--- src/rtl/tc_pkg.sv ---
// tc_pkg - shared definitions for the memory-mapped timer/counter.
//   State encoding, register word offsets, CTRL bit positions and mode codes.
//   The CPU-side store/width checks use the same offsets.
package tc_pkg;

   typedef enum logic [1:0] {
      TC_IDLE = 2'd0,
      TC_LOAD = 2'd1,
      TC_CNT  = 2'd2,
      TC_INT  = 2'd3
   } tc_state_t;

   // Register word offsets (addr[3:2])
   localparam logic [1:0] TC_CTRL   = 2'd0;
   localparam logic [1:0] TC_PRESET = 2'd1;
   localparam logic [1:0] TC_COUNT  = 2'd2;

   // CTRL bit positions
   localparam int TC_CTRL_EN       = 0;
   localparam int TC_CTRL_MODE_LSB = 1;
   localparam int TC_CTRL_IM       = 3;

   // Mode codes; anything other than RELOAD behaves as one-shot
   localparam logic [1:0] TC_MODE_ONESHOT = 2'b00;
   localparam logic [1:0] TC_MODE_RELOAD  = 2'b01;

endpackage

--- src/rtl/timer_counter.sv ---
// timer_counter - 32-bit down-counting timer with a 16-byte register window.
//   clk    : system clock, rising edge
//   reset  : asynchronous active-low reset
//   addr   : byte address; window match on [31:4], register select on [3:2]
//   we     : write strobe (full-word stores only)
//   wdata  : write data
//   rdata  : combinational read data of the addressed register (0 outside window)
//   irq    : CTRL.IM & irq_flag
// Registers: 0x0 CTRL {IM, MODE[1:0], EN}, 0x4 PRESET, 0x8 COUNT (RO), 0xC reads 0.
module timer_counter
   import tc_pkg::*;
#(
   parameter logic [31:0] BASE_ADDR = 32'h0000_7f00
) (
   input  logic        clk,
   input  logic        reset,
   input  logic [31:0] addr,
   input  logic        we,
   input  logic [31:0] wdata,
   output logic [31:0] rdata,
   output logic        irq
);

   tc_state_t   state, state_nx;
   logic [3:0]  ctrl, ctrl_nx;
   logic [31:0] preset, preset_nx;
   logic [31:0] count, count_nx;
   logic        irq_flag, irq_flag_nx;

   logic        sel;
   logic        wr_acc;
   logic        en;
   logic [1:0]  mode;
   logic        unused_addr;

   assign sel    = (addr[31:4] == BASE_ADDR[31:4]);
   assign wr_acc = we & sel;
   assign en     = ctrl[TC_CTRL_EN];
   assign mode   = ctrl[TC_CTRL_MODE_LSB +: 2];
   assign irq    = ctrl[TC_CTRL_IM] & irq_flag;

   // Byte lanes are meaningless for word-only registers
   assign unused_addr = ^addr[1:0];

   always_comb begin
      rdata = 32'd0;
      if (sel) begin
         case (addr[3:2])
            TC_CTRL:   rdata = {28'd0, ctrl};
            TC_PRESET: rdata = preset;
            TC_COUNT:  rdata = count;
            default:   rdata = 32'd0;
         endcase
      end
   end

   always_ff @(posedge clk or negedge reset) begin
      if (!reset) begin
         state    <= TC_IDLE;
         ctrl     <= 4'd0;
         preset   <= 32'd0;
         count    <= 32'd0;
         irq_flag <= 1'b0;
      end else begin
         state    <= state_nx;
         ctrl     <= ctrl_nx;
         preset   <= preset_nx;
         count    <= count_nx;
         irq_flag <= irq_flag_nx;
      end
   end

   // A bus write owns the cycle: the FSM, COUNT and irq_flag all stall so a
   // software update never races a hardware update of the same register.
   always_comb begin
      state_nx    = state;
      ctrl_nx     = ctrl;
      preset_nx   = preset;
      count_nx    = count;
      irq_flag_nx = irq_flag;
      if (wr_acc) begin
         case (addr[3:2])
            TC_CTRL:   ctrl_nx   = wdata[3:0];
            TC_PRESET: preset_nx = wdata;
            default:   ;
         endcase
      end else begin
         case (state)
            TC_IDLE: begin
               if (en) begin
                  state_nx    = TC_LOAD;
                  irq_flag_nx = 1'b0;
               end
            end
            TC_LOAD: begin
               count_nx = preset;
               state_nx = TC_CNT;
            end
            TC_CNT: begin
               if (!en) begin
                  state_nx = TC_IDLE;
               end else if (count > 32'd1) begin
                  count_nx = count - 32'd1;
               end else begin
                  // Covers PRESET=0 too, so COUNT never wraps
                  count_nx    = 32'd0;
                  irq_flag_nx = 1'b1;
                  state_nx    = TC_INT;
               end
            end
            TC_INT: begin
               if (mode == TC_MODE_RELOAD) begin
                  irq_flag_nx = 1'b0;
               end else begin
                  // One-shot: flag stays up until software re-enables
                  ctrl_nx[TC_CTRL_EN] = 1'b0;
               end
               state_nx = TC_IDLE;
            end
            default: state_nx = TC_IDLE;
         endcase
      end
   end

endmodule

--- config.mk ---
export PLATFORM = sky130hd
export DESIGN_NAME = timer_counter
export DESIGN_NICKNAME = d
export VERILOG_FILES = /design/src/rtl/tc_pkg.sv /design/src/rtl/timer_counter.sv
export SDC_FILE = /design/constraint.sdc
export NUM_CORES = 1
export LEC_CHECK = 0
export BUFFER_PORTS_ARGS = -buffer_cell sky130_fd_sc_hd__buf_2
export CAP_MARGIN = 10
export CORE_MARGIN = 1
export CORE_UTILIZATION = 29
export DETAILED_ROUTE_END_ITERATION = 6
export PLACE_DENSITY = 0.56
export SYNTH_ARGS = -nofsm -noshare
export SYNTH_HDL_FRONTEND = slang
export SYNTH_SLANG_ARGS = --single-unit
--- constraint.sdc ---
create_clock -name clk -period 2.61 [get_ports clk]
set_clock_uncertainty 0.05 [all_clocks]
set_input_delay 0.522 -clock clk [delete_from_list [all_inputs] [get_ports clk]]
set_output_delay 0.522 -clock clk [all_outputs]
set_load 0.03 [all_outputs]
Word-level counts from Yosys, hierarchy flattened
Index checks and enable logic that the tools add are counted.
- bits in registers: 71
- input port bits: 67
- add/sub/neg operators: 1
- magnitude comparators: 1
- equality and inequality tests: 14
- mux-type cells: 18
- bitwise logic cells: 3
- reduce and logical (&&, ||, !) cells: 11
- operators with widths (kind ; number):
    two-way mux 32 bit ; 3
    case mux 32 bit (3 select lines) ; 1
    case mux 32 bit (2 select lines) ; 1
    > comparator 32 x 1 -> 1 bit, second input constant ; 1
    subtractor 32 x 1 -> 32 bit, second input constant ; 1
    equality test 28 x 11 -> 1 bit, second input constant ; 1
    inequality test 2 bit, second input constant ; 5
    AND reduction 3 bit ; 3
    two-way mux 1 bit ; 8
    case mux 2 bit (4 select lines) ; 1
    equality test 2 x 1 -> 1 bit, second input constant ; 3
    equality test 2 bit, second input constant ; 3
    two-way mux 2 bit ; 3
    AND reduction 6 bit ; 1
    zero test 2 bit ; 2
    AND reduction 2 bit ; 2
    nonzero test 2 bit ; 2
    inequality test 3 bit, second input constant ; 1
    case mux 1 bit (3 select lines) ; 1
    nonzero test 3 bit ; 1
    AND 1 bit ; 2
    inequality test 2 x 1 -> 1 bit, second input constant ; 1
    NOT 1 bit ; 1

Longest topological paths before layout
Gate-level depths: netlist (run 1).
- depth after elaboration: 4
- depth in mapped cells: 9
- gate-level depth less buffers: 7

Least setup slack after synthesis (run 1)
No wires, ideal clock.
- path type: in2out
- start point: in addr[3]
- end point: out rdata[11]
- data arrival time: 2.042 ns
- required time: 2.038 ns
- path slack: -0.004 ns
- stages: 6
- cell sequence: clkbuf_1 nor2b_1 clkbuf_1 clkbuf_1 a22oi_1 nor2_1
- longest elaborated chain between the ends: 3
- elaborated cells between the ends (all ways): 5
- ends and longest elaborated chain (element ; RTL line ; source):
    start: declaration ; timer_counter.sv:17 ; input logic [31:0] addr,
    equality test 2 bit, or another cell as far along ; timer_counter.sv:48 ; case (addr[3:2])
    case mux 32 bit (3 select lines) (*) ; timer_counter.sv:48 ;
    two-way mux 32 bit (*) ; timer_counter.sv:47 ; if (sel) begin
    end: declaration ; timer_counter.sv:20 ; output logic [31:0] rdata,
Mark *: on every way between the ends. The rest lies on a longest branch, timed or not.

Worst setup path in the final report (run 1)
- start point: in addr[17]
- end point: out rdata[25]
- longest elaborated chain between the ends: 2
- ends and longest elaborated chain (element ; RTL line ; source):
    equality test 28 x 11 -> 1 bit ; timer_counter.sv:36 ; assign sel = (addr[31:4] == BASE_ADDR[31:4]);
    two-way mux 32 bit ; timer_counter.sv:47 ;
No other way between the ends.

==> impl_metrics.json, run 1 <==
{
  "n_antenna_cell": 0,
  "fmax_mhz": 391.1,
  "dp_hpwl_mm": 9.837,
  "core_um2": 14640,
  "outcome": "finished, violations left",
  "dieArea_um2": 15630,
  "required_ns": 2.04,
  "fp.dieW_um": 125.0,
  "drt_wl_total_mm": 13.60,
  "p_leak_nw": 2.492,
  "ff2ff_setup_slack_ns": 0.14,
  "area_growth_pct": 30.62,
  "yosysSeqAreaShare": 0.4049,
  "finalMaxSlewViolations": 0,
  "peakVddDrop_uv": 307.0,
  "numPortBuffers": 97,
  "gr-total-overflow": 0,
  "cts_inserted_buffers": 9,
  "fillCellCount": 1496,
  "synthMuxAreaShare": 0.09894,
  "synth_top_area_frac": 0.4049,
  "worstMarginPinSlew_ns": 0.5925,
  "synth_ff_type": "dfrtp_1",
  "async_flop_share": 1.000,
  "arrival_ns": 1.98,
  "synthDistinctLibCells": 55,
  "setup_viol": 0,
  "gp_congestion": 0.8282,
  "htreeDepth": 3,
  "io_pins": 100,
  "yosysWarnings": 0,
  "syn_inst": 469,
  "initialDrtViolationCount": 308,
  "regToRegStartpoint": "count[6]$_DFFE_PN0P_",
  "endpoint": "rdata[25]",
  "synth_area_um2": 4388,
  "fin_util": 0.3914,
  "synth_top_family_by_area": "compound AO/OA/AOI/OAI gates",
  "slew_headroom": 0.6042,
  "start_util": 0.2996,
  "synth_compound_area_frac": 0.2401,
  "ys_ff_latch": 71,
  "insertion_delay_ns": 0.34,
  "track_usage": 0.1772,
  "synth.area.top_cells": "dfrtp_1, mux2_2, a22oi_1, nor2_1, clkbuf_1",
  "avgSynthCellArea_um2": 9.356,
  "synthAdderAreaFrac": 0.005703,
  "via_count": 4255,
  "syn-num-nets": 538,
  "yosysTopAreaCell": "dfrtp_1",
  "cp-end-kind": "primary output",
  "nNetsFinal": 654,
  "antenna_found_initial": 0,
  "hold_viol_final": 0,
  "violations": "design-rule violations",
  "wl_per_cell_um": 17.58,
  "firstDrtPassIters": 7,
  "hp-class": "primary input to async pin",
  "final.period_utilization": 0.9796,
  "crit_path_start_kind": "primary input",
  "clockBufferDepth": 2,
  "ff2ff_path_depth": 6,
  "ant_nets": 0,
  "grt_max_degree": 37,
  "synth_xor_area_frac": 0,
  "cts-root-buf": "clkbuf_16",
  "hold_buffers": 0,
  "die_y_um": 125.0,
  "synthSimpleGateAreaFrac": 0.1993,
  "vias_per_cell": 5.497,
  "cts_tree": "yes",
  "grt_pass1_vias": 4208,
  "grt_pass1_wl_mm": 22.07,
  "crit_type": "primary input to primary output",
  "cellPowerDensity_nw_per_um2": 438.2,
  "synth_edf_count": 0,
  "maxCapViolCount": 0,
  "fin_hold_ws_ns": 0.1839,
  "row_count": 44,
  "timing.rr.end": "count[14]$_DFFE_PN0P_",
  "drive_gt1_frac": 0.3576,
  "path_clk_slew_ns": 0.06,
  "cp_max_fo": 17,
  "period_needed_ns": 2.557,
  "cts_sinks": 71,
  "drc_errors": 11,
  "cp-startpoint": "addr[17]"
}
## critical path, cell delays in order
cell	delay, ns
buf_2	0.12
nor4b_4	0.29
and4_1	0.25
nand4_1	0.09
buf_4	0.20
buf_12	0.15
nor2_1	0.14
clkbuf_4	0.21
## cells by family (layout without fill, tap and decap cells)
group	Yosys count	count (layout)
flops	71	71
fa+ha+maj	2	2
mux	39	39
buf+inv	50	171
simple gates	163	163
compound gates	144	144
## registers in the layout (all words and copies together) (netlist names)
| register | flops |
|---|---|
| count | 32 |
| preset | 32 |
| ctrl | 4 |
| state | 2 |
| irq_flag | 1 |
## area by class of cell
type	count	area, µm²	area share
Sequential cell	71	1777	0.3100
Multi-Input combinational cell	348	2455	0.4283
Tap cell	184	230.2	0.04017
Clock buffer	13	270.3	0.04715
Inverter	11	41.29	0.007204
Timing Repair Buffer	144	918.4	0.1602
Clock inverter	3	40.04	0.006985
## where the power goes
group	leakage, nW	switching, W	internal (W)	total (W)
clock network	0.156	0.000470	0.000815	0.00129
logic	1.41	0.0000708	0.0000544	0.000125
registers	0.930	0.000000000213	0.00110	0.00110
total	2.49	0.000541	0.00197	0.00251
## Yosys cell counts (all sizes together), types with 2 or more instances
library cell,count
nand3,7
dfrtp,71
a31oi,5
a21oi,12
and2,4
or2,2
nand4,11
o211ai,5
nor2,51
a221o,2
or4,8
nor2b,6
or3,8
nor3b,2
a211oi,2
nand2b,3
o41ai,7
o31ai,11
o22ai,3
nand2,21
buf,9
inv,11
and4,4
mux2i,4
a22o,6
mux2,35
nor4b,3
o21ai,21
nor4,15
a22oi,39
a32oi,9
o2111ai,2
o2bb2ai,10
nor3,13
o221ai,2
clkbuf,30
and3,2
ha,2
## stage by stage
stage / setup slack, ns / instance area (µm²) / std cells / TNS, ns / total power [W]
2_1_floorplan: -0.004240 / 4393 / 469 / -0.07632 / 0.001151
3_3_place_gp: 0.004264 / 5371 / 758 / 0 / 0.001238
3_5_place_dp: -0.01782 / 5371 / 758 / -0.02507 / 0.001240
4_1_cts: 0.03834 / 5694 / 774 / 0 / 0.002543
5_1_grt: -0.04224 / 5732 / 774 / -0.6468 / 0.002606
6_report: 0.05312 / 5732 / 774 / 0 / 0.002512
## placed cells by master (no fill, tap or decap), types with 9 or more instances in the layout
| cell type | n |
|---|---|
| nor2_1 | 49 |
| a22oi_1 | 39 |
| clkbuf_16 | 9 |
| nand2_1 | 21 |
| nor3_1 | 13 |
| o2bb2ai_1 | 10 |
| nand4_1 | 11 |
| buf_2 | 95 |
| mux2_2 | 35 |
| nor4_1 | 14 |
| o21ai_0 | 20 |
| o31ai_1 | 11 |
| inv_1 | 11 |
| buf_4 | 42 |
| a21oi_1 | 12 |
| a32oi_1 | 9 |
| dfrtp_1 | 71 |
## metal layers
metal  vias up  share of wire  GRT usage
met5         -              0          0
met4         0          0.013    0.06026
met3        17          0.046    0.04108
met2       108           0.48     0.2810
met1      2068           0.47     0.2372
li1       2062              -          -
## worst min-delay path by stage
stage                              start                     to  slack [ns]  depth (start not counted)
finish                             reset  preset[9]$_DFFE_PN0P_        0.18                          2
global route                       reset  preset[8]$_DFFE_PN0P_        0.22                          2
CTS                                reset  preset[8]$_DFFE_PN0P_        0.19                          2
detailed placement  irq_flag$_DFFE_PN0P_   irq_flag$_DFFE_PN0P_        0.43                          1
global placement    irq_flag$_DFFE_PN0P_   irq_flag$_DFFE_PN0P_        0.44                          1
floorplan                          reset   count[0]$_DFFE_PN0P_        0.18                          0
## what timing repair did
| item | CTS | global route |
|---|---|---|
| buffers inserted | 0 | 0 |
| hold endpoints to repair | 0 | 0 |
| pin swaps | 0 | 1 |
| setup endpoints to repair | 4 | 24 |
| resized for setup | 2 | 7 |
No activity file was read; power rests on OpenSTA's default activity.
==> run 2: changes to the inputs <==
- CTS_BUF_LIST: default -> sky130_fd_sc_hd__clkbuf_16
- SETUP_SLACK_MARGIN: default -> 0.4
==> run 2 against run 1 <==
  * The run still ends with design-rule violations left
  * First-iteration DRC count up 3.2%
  * Register-to-register slack better by 0.11 ns
  * Via count up 8.2%
  * Count of clock-buffer cells in the layout down 4
  * Sequential power about the same
  * Die area unchanged
  * Fmax up 1.3%
  * Final area up 21%
  * Sequential share of layout area down 5.4 points
  * Combinational power up 9%
  * Hold slack worse by 0.015 ns
  * Non-clock buffer count up 31
  * Largest cell class unchanged
  * Largest power group unchanged
==> impl_metrics.json, run 2 (synthesis results as in run 1) <==
{
  "outcome": "finished, violations left",
  "violations": "design-rule violations",
  "insertion_delay_ns": 0.34,
  "area_growth_pct": 58.45,
  "hold_buffers": 0,
  "dp_hpwl_mm": 9.877,
  "worstMarginPinSlew_ns": 0.6713,
  "htreeDepth": 3,
  "cp_max_fo": 8,
  "grt_pass1_wl_mm": 23.40,
  "nNetsFinal": 685,
  "initialDrtViolationCount": 318,
  "cpPeakStageDelay_ns": 0.33,
  "fin_util": 0.4748,
  "placed_cell_area_um2": 5612,
  "hp-class": "primary input to async pin",
  "period_needed_ns": 2.525,
  "cp_slowest_cell": "mux2_2",
  "ant_nets": 0,
  "cp-end-kind": "flip-flop",
  "drc_errors": 10,
  "cellPowerDensity_nw_per_um2": 363.2,
  "row_count": 44,
  "power.internal_w": 0.001983,
  "grt_pass1_vias": 4495,
  "seqPwrFrac": 0.436,
  "cp_cell_sequence": "buf_6 -> nor4b_4 -> and4_1 -> nand4_1 -> buf_12 -> buf_4 -> buf_4 -> nor3b_4 -> buf_6 -> clkbuf_16 -> mux2_2",
  "p_leak_nw": 2.821,
  "dieArea_um2": 15630,
  "slew_headroom": 0.5525,
  "hold_viol_final": 0,
  "maxCapViolCount": 0,
  "numPortBuffers": 97,
  "fmax_mhz": 396.1,
  "pwr-share-clk": 0.510,
  "drt_wl_total_mm": 15.37,
  "vias_per_cell": 5.718,
  "critPathTopFamily": "buffers and inverters",
  "grt_max_degree": 47,
  "drive_gt1_frac": 0.5217,
  "path_clk_slew_ns": 0.06,
  "design_area_um2": 6953,
  "gr-total-overflow": 0,
  "finalMaxSlewViolations": 0,
  "setup_viol": 0,
  "die_y_um": 125.0,
  "worst-path-buf-inv": 6,
  "rsz0062_at_grt": "yes",
  "placed_cells": 753,
  "io_pins": 100,
  "n_antenna_cell": 0,
  "crit_path_start_kind": "primary input",
  "required_ns": 2.78,
  "antenna_found_initial": 0,
  "arrival_ns": 2.69,
  "tns_ns": 0,
  "clockBufferDepth": 2,
  "track_usage": 0.1871,
  "firstDrtPassIters": 7,
  "gp_congestion": 0.8854,
  "core_um2": 14640,
  "cts_sinks": 71,
  "crit_type": "primary input to flip-flop",
  "mostFrequentLayoutCells": "dfrtp_1, buf_2, buf_4",
  "p_switching_w": 0.0005418,
  "final.period_utilization": 0.9674,
  "cts_tree": "yes",
  "swShare": 0.2146,
  "cts-root-buf": "clkbuf_16",
  "wl_per_cell_um": 19.09,
  "combPwrFrac": 0.054,
  "fp.dieW_um": 125.0,
  "cp-startpoint": "addr[24]",
  "top_regs": "count x32, preset x32, ctrl x4",
  "cts_inserted_buffers": 9,
  "via_count": 4603,
  "start_util": 0.2996,
  "ff2ff_setup_slack_ns": 0.25,
  "regToRegStartpoint": "count[7]$_DFFE_PN0P_",
  "peakVddDrop_uv": 325.1,
  "design_power_total_w": 0.002525,
  "mostFrequentLayoutCell": "dfrtp_1",
  "stdcell_count": 805
}
-- run 2: area by class of cell --
type	instances	area, µm²
clock buffer	9	225.2
clock inverter	7	80.08
fill	1378	7691
inverter	11	41.29
multi-input combinational	348	3042
sequential	71	1780
tap	184	230.2
timing repair buffer	175	1554
-- run 2: what timing repair did --
action,in CTS,in global routing
setup buffers,18,9
setup endpoints to repair,57,98
gates resized for setup,91,76
gates cloned,3,6
pin swaps,39,35
-- run 2: through the flow --
step / worst slack (ns) / hold slack [ns]
after floorplan: 0.2238 / 0.1764
after global placement: 0.07228 / 0.4629
after detailed placement: 0.02507 / 0.4603
after CTS: 0.1277 / 0.1920
after global routing: -0.002463 / 0.2227
final: 0.08509 / 0.1685
-- run 2: metal layers --
layer,vias to the layer above,part of all wire,track usage
met5,-,0,0
met4,0,0.017,0.05524
met3,24,0.063,0.04151
met2,172,0.48,0.3066
met1,2284,0.44,0.2469
li1,2123,-,-
-- run 2: worst reg2reg max path, stage by stage, from the launching register on --
cell	delay, ns
dfrtp_1	0.42
or4_4	0.56
nor4_4	0.20
buf_4	0.17
nand4_1	0.29
buf_6	0.27
a32oi_1	0.17
o311ai_1	0.11
-- run 2: worst paths after layout --
| check | endpoint | cells past startpoint |
|---|---|---|
| hold reg to reg | ctrl[1]$_DFFE_PN0P_ | 1 |
| setup reg to reg | count[30]$_DFFE_PN0P_ | 7 |
| max in group asynchronous | count[25]$_DFFE_PN0P_ | 2 |
| setup / recovery | preset[28]$_DFFE_PN0P_ | 11 |
| min in group clk | preset[6]$_DFFE_PN0P_ | 2 |
| hold / removal | preset[8]$_DFFE_PN0P_ | 1 |
-- run 2: power by group through the flow --
stage	Sequential (W)	Combinational (W)	Clock (W)
global route	0.00110	0.000151	0.00136
finish	0.00110	0.000136	0.00129
global placement	0.00112	0.000129	0
detailed placement	0.00112	0.000131	0
CTS	0.00110	0.000138	0.00131
floorplan	0.00112	0.0000372	0
==> run 3: changes to the inputs <==
- clock period: 2.61 -> 2.9 ns (I/O delays scaled with it)
==> run 3 against run 2 <==
  * The run still ends with design-rule violations left
  * Critical path type is now primary input to primary output
  * Combinational power fell by 9.6%
  * Wire length fell by 1.8%
  * Register-to-register slack improved by 0.17 ns
  * Power fell by 7.7%
  * Sequential power fell by 9.9%
==> impl_metrics.json, run 3 (synthesis results as in run 1) <==
{
  "worstMarginPinSlew_ns": 0.6646,
  "vias_per_cell": 5.704,
  "cts_tree": "yes",
  "cts-root-buf": "clkbuf_16",
  "cpPeakStageDelay_ns": 0.28,
  "fp.dieW_um": 125.0,
  "crit_type": "primary input to primary output",
  "outcome": "finished, violations left",
  "io_pins": 100,
  "row_count": 44,
  "hold_viol_final": 0,
  "rsz0062_at_grt": "yes",
  "track_usage": 0.1910,
  "insertion_delay_ns": 0.35,
  "initialDrtViolationCount": 307,
  "final.period_utilization": 0.8953,
  "ant_nets": 0,
  "finalMaxSlewViolations": 0,
  "cp-end-kind": "primary output",
  "start_util": 0.2996,
  "hold_buffers": 0,
  "mostFrequentLayoutCells": "dfrtp_1, buf_2, a22oi_1",
  "htreeDepth": 3,
  "p_leak_nw": 2.583,
  "cp_slowest_cell": "nor4bb_4",
  "cts_inserted_buffers": 9,
  "cts_sinks": 71,
  "cellPowerDensity_nw_per_um2": 361.5,
  "hp-class": "primary input to async pin",
  "path_clk_slew_ns": 0.06,
  "firstDrtPassIters": 7,
  "nNetsFinal": 650,
  "cp_cell_sequence": "buf_2 -> nor4bb_4 -> and4_4 -> nand4_1 -> buf_6 -> buf_16 -> nor2_4 -> buf_6",
  "required_ns": 2.27,
  "arrival_ns": 1.97,
  "core_um2": 14640,
  "maxCapViolCount": 0,
  "antenna_found_initial": 0,
  "via_count": 4392,
  "die_y_um": 125.0,
  "mostFrequentLayoutCell": "dfrtp_1",
  "dieArea_um2": 15630,
  "peakVddDrop_uv": 284.2,
  "wl_per_cell_um": 19.60,
  "n_antenna_cell": 0,
  "crit_path_start_kind": "primary input",
  "clockBufferDepth": 2,
  "gr-total-overflow": 0,
  "cp_max_fo": 8,
  "design_power_total_w": 0.002330,
  "dp_hpwl_mm": 9.629,
  "grt_pass1_vias": 4433,
  "grt_pass1_wl_mm": 23.50,
  "drive_gt1_frac": 0.4198,
  "grt_max_degree": 33,
  "area_growth_pct": 46.85,
  "drc_errors": 10,
  "period_needed_ns": 2.596,
  "tns_ns": 0,
  "placed_cells": 740,
  "setup_viol": 0,
  "drt_wl_total_mm": 15.09,
  "violations": "design-rule violations",
  "numPortBuffers": 97,
  "gp_congestion": 0.8526,
  "slew_headroom": 0.5569,
  "top_regs": "count x32, preset x32, ctrl x4",
  "stdcell_count": 770,
  "fmax_mhz": 385.2,
  "crit_path_frequent_cell": "buf_6"
}
-- run 3: cell count changes in the layout (fill, tap and decap cells not counted), moves of 7 or more --
cell	delta
nor4_1	+8
a22oi_2	-7
buf_4	-22
a22oi_1	+7
mux2_4	+31
mux2_2	-31
buf_6	-14
-- run 3: cell type report --
cell class	count	area, µm²
Multi-Input combinational cell	348	2838
Clock buffer	9	225.2
Clock inverter	7	97.59
Timing Repair Buffer	140	1234
Fill cell	1410	8200
Sequential cell	71	1778
Tap cell	184	230.2
Inverter	11	41.29
-- run 3: per-stage QoR --
| step | worst slack [ns] | hold slack [ns] | cell area [µm²] | util |
|---|---|---|---|---|
| after floorplan | 0.3957 | 0.2344 | 4664 | - |
| after global placement | 0.1496 | 0.4389 | 5438 | 0.3713 |
| after detailed placement | 0.08920 | 0.4428 | 5438 | 0.3713 |
| after CTS | 0.3390 | 0.1745 | 6188 | 0.4226 |
| after global routing | 0.2130 | 0.2053 | 6444 | 0.4400 |
| final | 0.3037 | 0.1620 | 6444 | 0.4400 |
-- run 3: metal layers --
layer | GRT usage | share of wire
met1 | 0.2526 | 0.46
met2 | 0.3096 | 0.47
met3 | 0.03937 | 0.048
met4 | 0.06671 | 0.020
met5 | 0 | 0
-- run 3: timing repair --
action,in CTS,in global routing
cloned,4,3
setup buffers,4,3
hold endpoints to repair,0,0
setup endpoints to repair,42,87
pin swaps,4,5
gates resized for setup,84,43
-- run 3: where the power goes --
group          internal (W)    switching, W  total (W)
Combinational     0.0000533       0.0000699   0.000123
Sequential         0.000991  0.000000000245   0.000991
Clock              0.000752        0.000463    0.00122
-- run 3: final timing paths --
check                                       from                     end  slack, ns  cells past startpoint
max                                     addr[30]               rdata[31]       0.30                      8
min                                        reset   preset[8]$_DFFE_PN0P_       0.16                      1
max reg2reg                count[16]$_DFFE_PN0P_   count[30]$_DFFE_PN0P_       0.42                      5
min reg2reg                 irq_flag$_DFFE_PN0P_    irq_flag$_DFFE_PN0P_       0.45                      1
max in group asynchronous                  reset  preset[28]$_DFFE_PN0P_       1.88                      2
min in group clk                       wdata[25]  preset[25]$_DFFE_PN0P_       0.42                      2
-- run 3: critical path: cells and delay by family --
family | cells | cell delay (ns)
buffers and inverters | 4 | 0.65
and+or+nand+nor | 4 | 0.74
